===== src/rtl/lif_pkg.sv =====
// rtl/lif_pkg.sv - shared types and sizing helpers for the LIF neuron
// Contents:
//   lif_state_e  : neuron FSM state; its encoding is the state_dbg value
//   SPIKE_CNT_W  : width of the saturating fire counter
//   syn_width()  : bits needed to hold the masked weight sum without overflow
package lif_pkg;

  typedef enum logic [1:0] {
    INTEG  = 2'd0,
    FIRE   = 2'd1,
    REFRAC = 2'd2
  } lif_state_e;

  localparam int SPIKE_CNT_W = 16;

  // The sum of NUM_IN unsigned WIDTH-bit weights needs WIDTH+clog2(NUM_IN) bits.
  // The extra bit keeps the NUM_IN=1 case and any future rounding of clog2 safe.
  function automatic int syn_width(input int width, input int num_in);
    return width + $clog2(num_in) + 1;
  endfunction

endpackage


===== src/rtl/lif_syn_sum.sv =====
// rtl/lif_syn_sum.sv - combinational masked sum of synaptic weights
// Ports:
//   spike_in [NUM_IN]        : input i contributes its weight when high
//   weight   [NUM_IN*WIDTH]  : unsigned weight i at [i*WIDTH +: WIDTH]
//   syn      [syn_width]     : sum of the weights of the active inputs
module lif_syn_sum
  import lif_pkg::*;
#(
  parameter int WIDTH  = 8,
  parameter int NUM_IN = 4,
  localparam int SW    = syn_width(WIDTH, NUM_IN)
) (
  input  logic [NUM_IN-1:0]       spike_in,
  input  logic [NUM_IN*WIDTH-1:0] weight,
  output logic [SW-1:0]           syn
);

  always_comb begin
    syn = '0;
    for (int i = 0; i < NUM_IN; i++) begin
      if (spike_in[i]) begin
        syn = syn + SW'(weight[i*WIDTH +: WIDTH]);
      end
    end
  end

endmodule


===== src/rtl/lif_neuron_param.sv =====
// rtl/lif_neuron_param.sv - parametrised multi-input leaky-integrate-and-fire neuron
// Ports:
//   clk, rst_n     : rising-edge clock, asynchronous active-low reset
//   en             : enables integration and the leak prescaler (INTEG only)
//   spike_in       : synaptic inputs, one bit per input
//   weight         : packed unsigned weights, input i at [i*WIDTH +: WIDTH]
//   threshold      : fire when the clamped next membrane value >= threshold
//   leak           : amount subtracted on each leak tick
//   v_reset        : membrane value loaded when the neuron fires
//   refrac_cycles  : refractory length in cycles, sampled when firing (0 = none)
//   membrane       : membrane potential register
//   spike          : one-cycle fire pulse, high while in FIRE
//   state_dbg      : encoded FSM state (INTEG=0, FIRE=1, REFRAC=2)
//   spike_count    : saturating count of fires
module lif_neuron_param
  import lif_pkg::*;
#(
  parameter int WIDTH    = 8,
  parameter int NUM_IN   = 4,
  parameter int LEAK_DIV = 4,
  parameter int REFRAC_W = 4
) (
  input  logic                   clk,
  input  logic                   rst_n,
  input  logic                   en,
  input  logic [NUM_IN-1:0]       spike_in,
  input  logic [NUM_IN*WIDTH-1:0] weight,
  input  logic [WIDTH-1:0]        threshold,
  input  logic [WIDTH-1:0]        leak,
  input  logic [WIDTH-1:0]        v_reset,
  input  logic [REFRAC_W-1:0]     refrac_cycles,
  output logic [WIDTH-1:0]        membrane,
  output logic                    spike,
  output logic [1:0]              state_dbg,
  output logic [SPIKE_CNT_W-1:0]  spike_count
);

  localparam int SW = syn_width(WIDTH, NUM_IN);
  // One bit wider than the sum so that membrane + syn - leak is exact and signed.
  localparam int NW = SW + 1;
  // A LEAK_DIV of 1 still needs a one-bit prescaler; it simply ticks every cycle.
  localparam int PW = (LEAK_DIV > 1) ? $clog2(LEAK_DIV) : 1;
  localparam logic [PW-1:0] PRESC_LAST = PW'(LEAK_DIV - 1);

  lif_state_e             state_q, state_d;
  logic [WIDTH-1:0]       mem_d;
  logic [PW-1:0]          presc_q, presc_d;
  logic [REFRAC_W-1:0]    rcnt_q, rcnt_d;
  logic [SPIKE_CNT_W-1:0] cnt_d;
  logic [SW-1:0]          syn;
  logic                   tick;
  logic signed [NW-1:0]   nxt;
  logic [WIDTH-1:0]       clamped;

  lif_syn_sum #(
    .WIDTH  (WIDTH),
    .NUM_IN (NUM_IN)
  ) u_syn_sum (
    .spike_in (spike_in),
    .weight   (weight),
    .syn      (syn)
  );

  assign tick = (presc_q == PRESC_LAST);
  assign nxt  = $signed(NW'(membrane) + NW'(syn) - (tick ? NW'(leak) : NW'(0)));

  // Clamp into [0, 2^WIDTH-1] before the threshold compare.
  always_comb begin
    if (nxt[NW-1]) begin
      clamped = '0;
    end else if (|nxt[NW-2:WIDTH]) begin
      clamped = '1;
    end else begin
      clamped = nxt[WIDTH-1:0];
    end
  end

  always_comb begin
    state_d = state_q;
    mem_d   = membrane;
    presc_d = presc_q;
    rcnt_d  = rcnt_q;
    cnt_d   = spike_count;
    case (state_q)
      INTEG: begin
        if (en) begin
          presc_d = tick ? '0 : presc_q + 1'b1;
          if (clamped >= threshold) begin
            mem_d   = v_reset;
            state_d = FIRE;
            // Refractory length is captured here so later changes cannot stretch it.
            rcnt_d  = refrac_cycles;
            if (spike_count != '1) begin
              cnt_d = spike_count + 1'b1;
            end
          end else begin
            mem_d = clamped;
          end
        end
      end
      FIRE: begin
        state_d = (rcnt_q == '0) ? INTEG : REFRAC;
      end
      REFRAC: begin
        rcnt_d = rcnt_q - 1'b1;
        if (rcnt_q == REFRAC_W'(1)) begin
          state_d = INTEG;
        end
      end
      default: begin
        state_d = INTEG;
      end
    endcase
  end

  always_ff @(posedge clk or negedge rst_n) begin
    if (!rst_n) begin
      state_q     <= INTEG;
      membrane    <= '0;
      presc_q     <= '0;
      rcnt_q      <= '0;
      spike_count <= '0;
    end else begin
      state_q     <= state_d;
      membrane    <= mem_d;
      presc_q     <= presc_d;
      rcnt_q      <= rcnt_d;
      spike_count <= cnt_d;
    end
  end

  assign spike     = (state_q == FIRE);
  assign state_dbg = state_q;

endmodule


===== config.mk =====
export PLATFORM = sky130hd
export DESIGN_NAME = lif_neuron_param
export DESIGN_NICKNAME = d
export VERILOG_FILES = /design/src/rtl/lif_pkg.sv /design/src/rtl/lif_syn_sum.sv /design/src/rtl/lif_neuron_param.sv
export SDC_FILE = /design/constraint.sdc
export NUM_CORES = 1
export LEC_CHECK = 0
export BUFFER_PORTS_ARGS = -buffer_cell sky130_fd_sc_hd__clkbuf_2
export CORE_MARGIN = 1
export CORE_UTILIZATION = 52
export DETAILED_ROUTE_END_ITERATION = 7
export PLACE_DENSITY = 0.78
export REMOVE_ABC_BUFFERS = 1
export SYNTH_ARGS = -nofsm -noshare
export SYNTH_HDL_FRONTEND = slang
export SYNTH_SLANG_ARGS = --single-unit

===== constraint.sdc =====
create_clock -name clk -period 11.1 [get_ports clk]
set_input_delay 2.775 -clock clk [delete_from_list [all_inputs] [get_ports clk]]
set_output_delay 2.775 -clock clk [all_outputs]
set_load 0.05 [all_outputs]

==> out/summary.txt <==
Status -> completed
Switching share of power -> 52.8%
Final hold vios -> 0
Crit path top cell by count -> ha_1
Pwr dens -> 291 nW/um2
Worst endpoint data arrival time -> 10.78 ns
I/O Buffers -> 93
Setup crit start kind -> input port
Leak Pwr -> 2.38 nW
Yosys warns -> 0
ANT nets after route -> 0
Die height -> 89.6 um
TNS Setup -> 0 ns
Post-route setup slack -> 0.514 ns
F_max -> 94.5 MHz
CP peak stage delay -> 0.60 ns
Clock buffer depth -> 2
Post-synth ARST share -> 100%
Syn_area_per_cell -> 8.28 um2
Worst vdd rail ir drop -> 246 uV
Number of synthesized flops with an enable pin -> 0
CTS tree -> yes
Sequential-to-total area share from yosys stat -> 20.1%
RSZ-0062 raised after global routing -> false
Reg2Reg Setup Slack -> 5.86 ns
Proportion of layout cells with a drive suffix above 1 -> 22.1%
Global-route wire length before repair -> 15200 um
Final critical-path share of the clock period -> 95.4%
Post-Syn Instances -> 482
Initial core utilization -> 54.5%
Grt ovf -> 0
Least-Margin Pin Slew -> 1.01 ns
Core footprint -> 7330 um2
Area Overhead vs Synth -> 16.6%
Die width -> 89.6 um
Post-Syn Area -> 3990 um2
Area leader, netlist -> dfrtp_1
Crit-path slowest cell -> or4_4
Final instance area -> 4650 um2
H-tree levels -> 2
Slew headroom -> 32.5%
Register bit count reported by yosys -> 32
Distinct cells, synth -> 57
Placed Area -> 4560 um2
Worst-path clk slew -> 0.07 ns
Largest net degree at the start of global routing -> 33
Setup Viol. Count Final -> 0
Most frequent cell after synthesis -> nor2_1
CP endpoint kind -> flip-flop
WP data required -> 11.30 ns
Crit path kind -> in -> reg
# IOs -> 94
Synth Flop Type -> dfrtp_1
Post-route minimum period -> 10.59 ns
Switching power total -> 0.715 mW
Area contributors post-synth -> dfrtp_1 20%, ha_1 15%, nor2_1 6.0%, fa_1 5.5%, xor2_1 4.4%
Hold buffers post-CTS -> 0
Largest fanout on the critical path -> 9
Detailed-route via count -> 3704
Slew Limit Fails -> 0
Worst skew pair latency -> 0.28 ns
DP HPWL -> 7630 um
Overall routing resource usage -> 23.9%
Synth cell count leaders -> 64 x nor2_1, 48 x ha_1, 45 x inv_1, 32 x dfrtp_1, 31 x nand2_1
Drt total wl -> 9180 um
Die ar. -> 8030 um2
Fillers -> 652
Via density -> 5.50
Residual DRC -> 0
Initial DRC Count -> 167
Logic gate share of total power -> 78.5%
Drt first pass iters -> 4
Max-Cap Viols -> 0
Pint -> 0.639 mW
# rows -> 31
Vias in the first global route -> 3578
Initial antenna violation count -> 0
Drt wl/cell -> 13.6 um
Sequential share of power -> 14.7%
Top cell type's share of synthesized area -> 20.1%
Clock power share -> 6.8%
Worst Skew -> 0.00650 ns
Sink Count -> 32
Nets@finish -> 700
GP Congestion -> 0.941
TritonCTS buffer count -> 5
Antenna diodes -> 0
Worst min path class -> reg -> reg
CTS Root Cell -> clkbuf_8
Post-Place Worst Slack -> 0.249 ns
Power Total -> 1.35 mW
-- cells by family (layout without fill, tap and decap cells) --
family,count (synthesis),in the layout,synth area share [%]
AO/OA/AOI/OAI,110,110,19.3
XOR/XNOR,38,38,8.34
adder cells (fa/ha/maj),59,59,20.6
buffers and inverters,54,147,5.08
flip-flops,32,32,20.1
multiplexers,22,22,5.77
AND/OR/NAND/NOR,167,167,20.9
-- cells in the final DEF (no fill, tap or decap), drive strengths merged, types with 18 or more instances in the layout --
master,synthesis,routed
ha,48,48
inv,45,45
xor2,20,20
dfrtp,32,32
clkbuf,8,101
nor2,64,64
a21oi,31,31
nand2,32,32
xnor2,18,18
o21ai,23,23
-- layout make-up --
cell class	instances	area (um2)	share of cell area [%]
Multi-Input combinational cell	396	3000	64.4
Sequential cell	32	801	17.2
Clock buffer	8	90.1	1.94
Inverter	45	169	3.63
Timing Repair Buffer	94	473	10.2
Tap cell	99	124	2.66
-- per-layer routing --
layer	global-route usage, %	part of all wire [%]
met4	6.93	2.0
met2	43.9	49
met3	3.84	4.1
met5	0	0
met1	28.6	45
-- what timing repair did --
action / CTS / global route
resized for setup: 0 / 1
setup buffers: 0 / 0
setup endpoints to repair: 0 / 3
hold endpoints to repair: 0 / 0
-- stage by stage --
| stage | std cells | hold slack, ns | utilization, % |
|---|---|---|---|
| 2_1_floorplan | 473 | 0.450 | - |
| 3_3_place_gp | 666 | 0.466 | 62.2 |
| 3_5_place_dp | 666 | 0.484 | 62.2 |
| 4_1_cts | 674 | 0.498 | 63.4 |
| 5_1_grt | 674 | 0.514 | 63.5 |
| 6_report | 674 | 0.495 | 63.5 |
-- flip-flops by register name, indices dropped and copies added (netlist names) --
name,cells
spike_count,16
rcnt_q,4
membrane,8
state_dbg,2
presc_q,2
-- final timing paths --
| path | startpoint | endpoint | depth (start not counted) |
|---|---|---|---|
| worst max-delay path | spike_in[0] | membrane[3] | 41 |
| worst min-delay path | spike_count[8] | spike_count[8] | 1 |
| worst max register to register | presc_q[0] | membrane[3] | 21 |
| worst min register to register | spike_count[8] | spike_count[8] | 1 |
| max in group asynchronous | rst_n | membrane[7] | 1 |
| min in group asynchronous | rst_n | spike_count[11] | 1 |
-- critical path, delay by kind of cell --
kind                     cells  cell delay, ns
XOR/XNOR                     2            0.27
buffers and inverters        4            0.44
multiplexers                 1            0.28
AO/OA/AOI/OAI               13            2.46
AND/OR/NAND/NOR             14            2.27
adder cells (fa/ha/maj)      7            2.27
-- power by group through the flow --
stage,clock network [mW],logic (mW),registers [mW]
5_1_grt,0.0993,1.19,0.203
2_1_floorplan,0,0.748,0.273
3_5_place_dp,0,1.05,0.199
4_1_cts,0.0949,1.05,0.198
3_3_place_gp,0,1.02,0.197
6_report,0.0924,1.06,0.199
(Power assumes the default switching activity.)
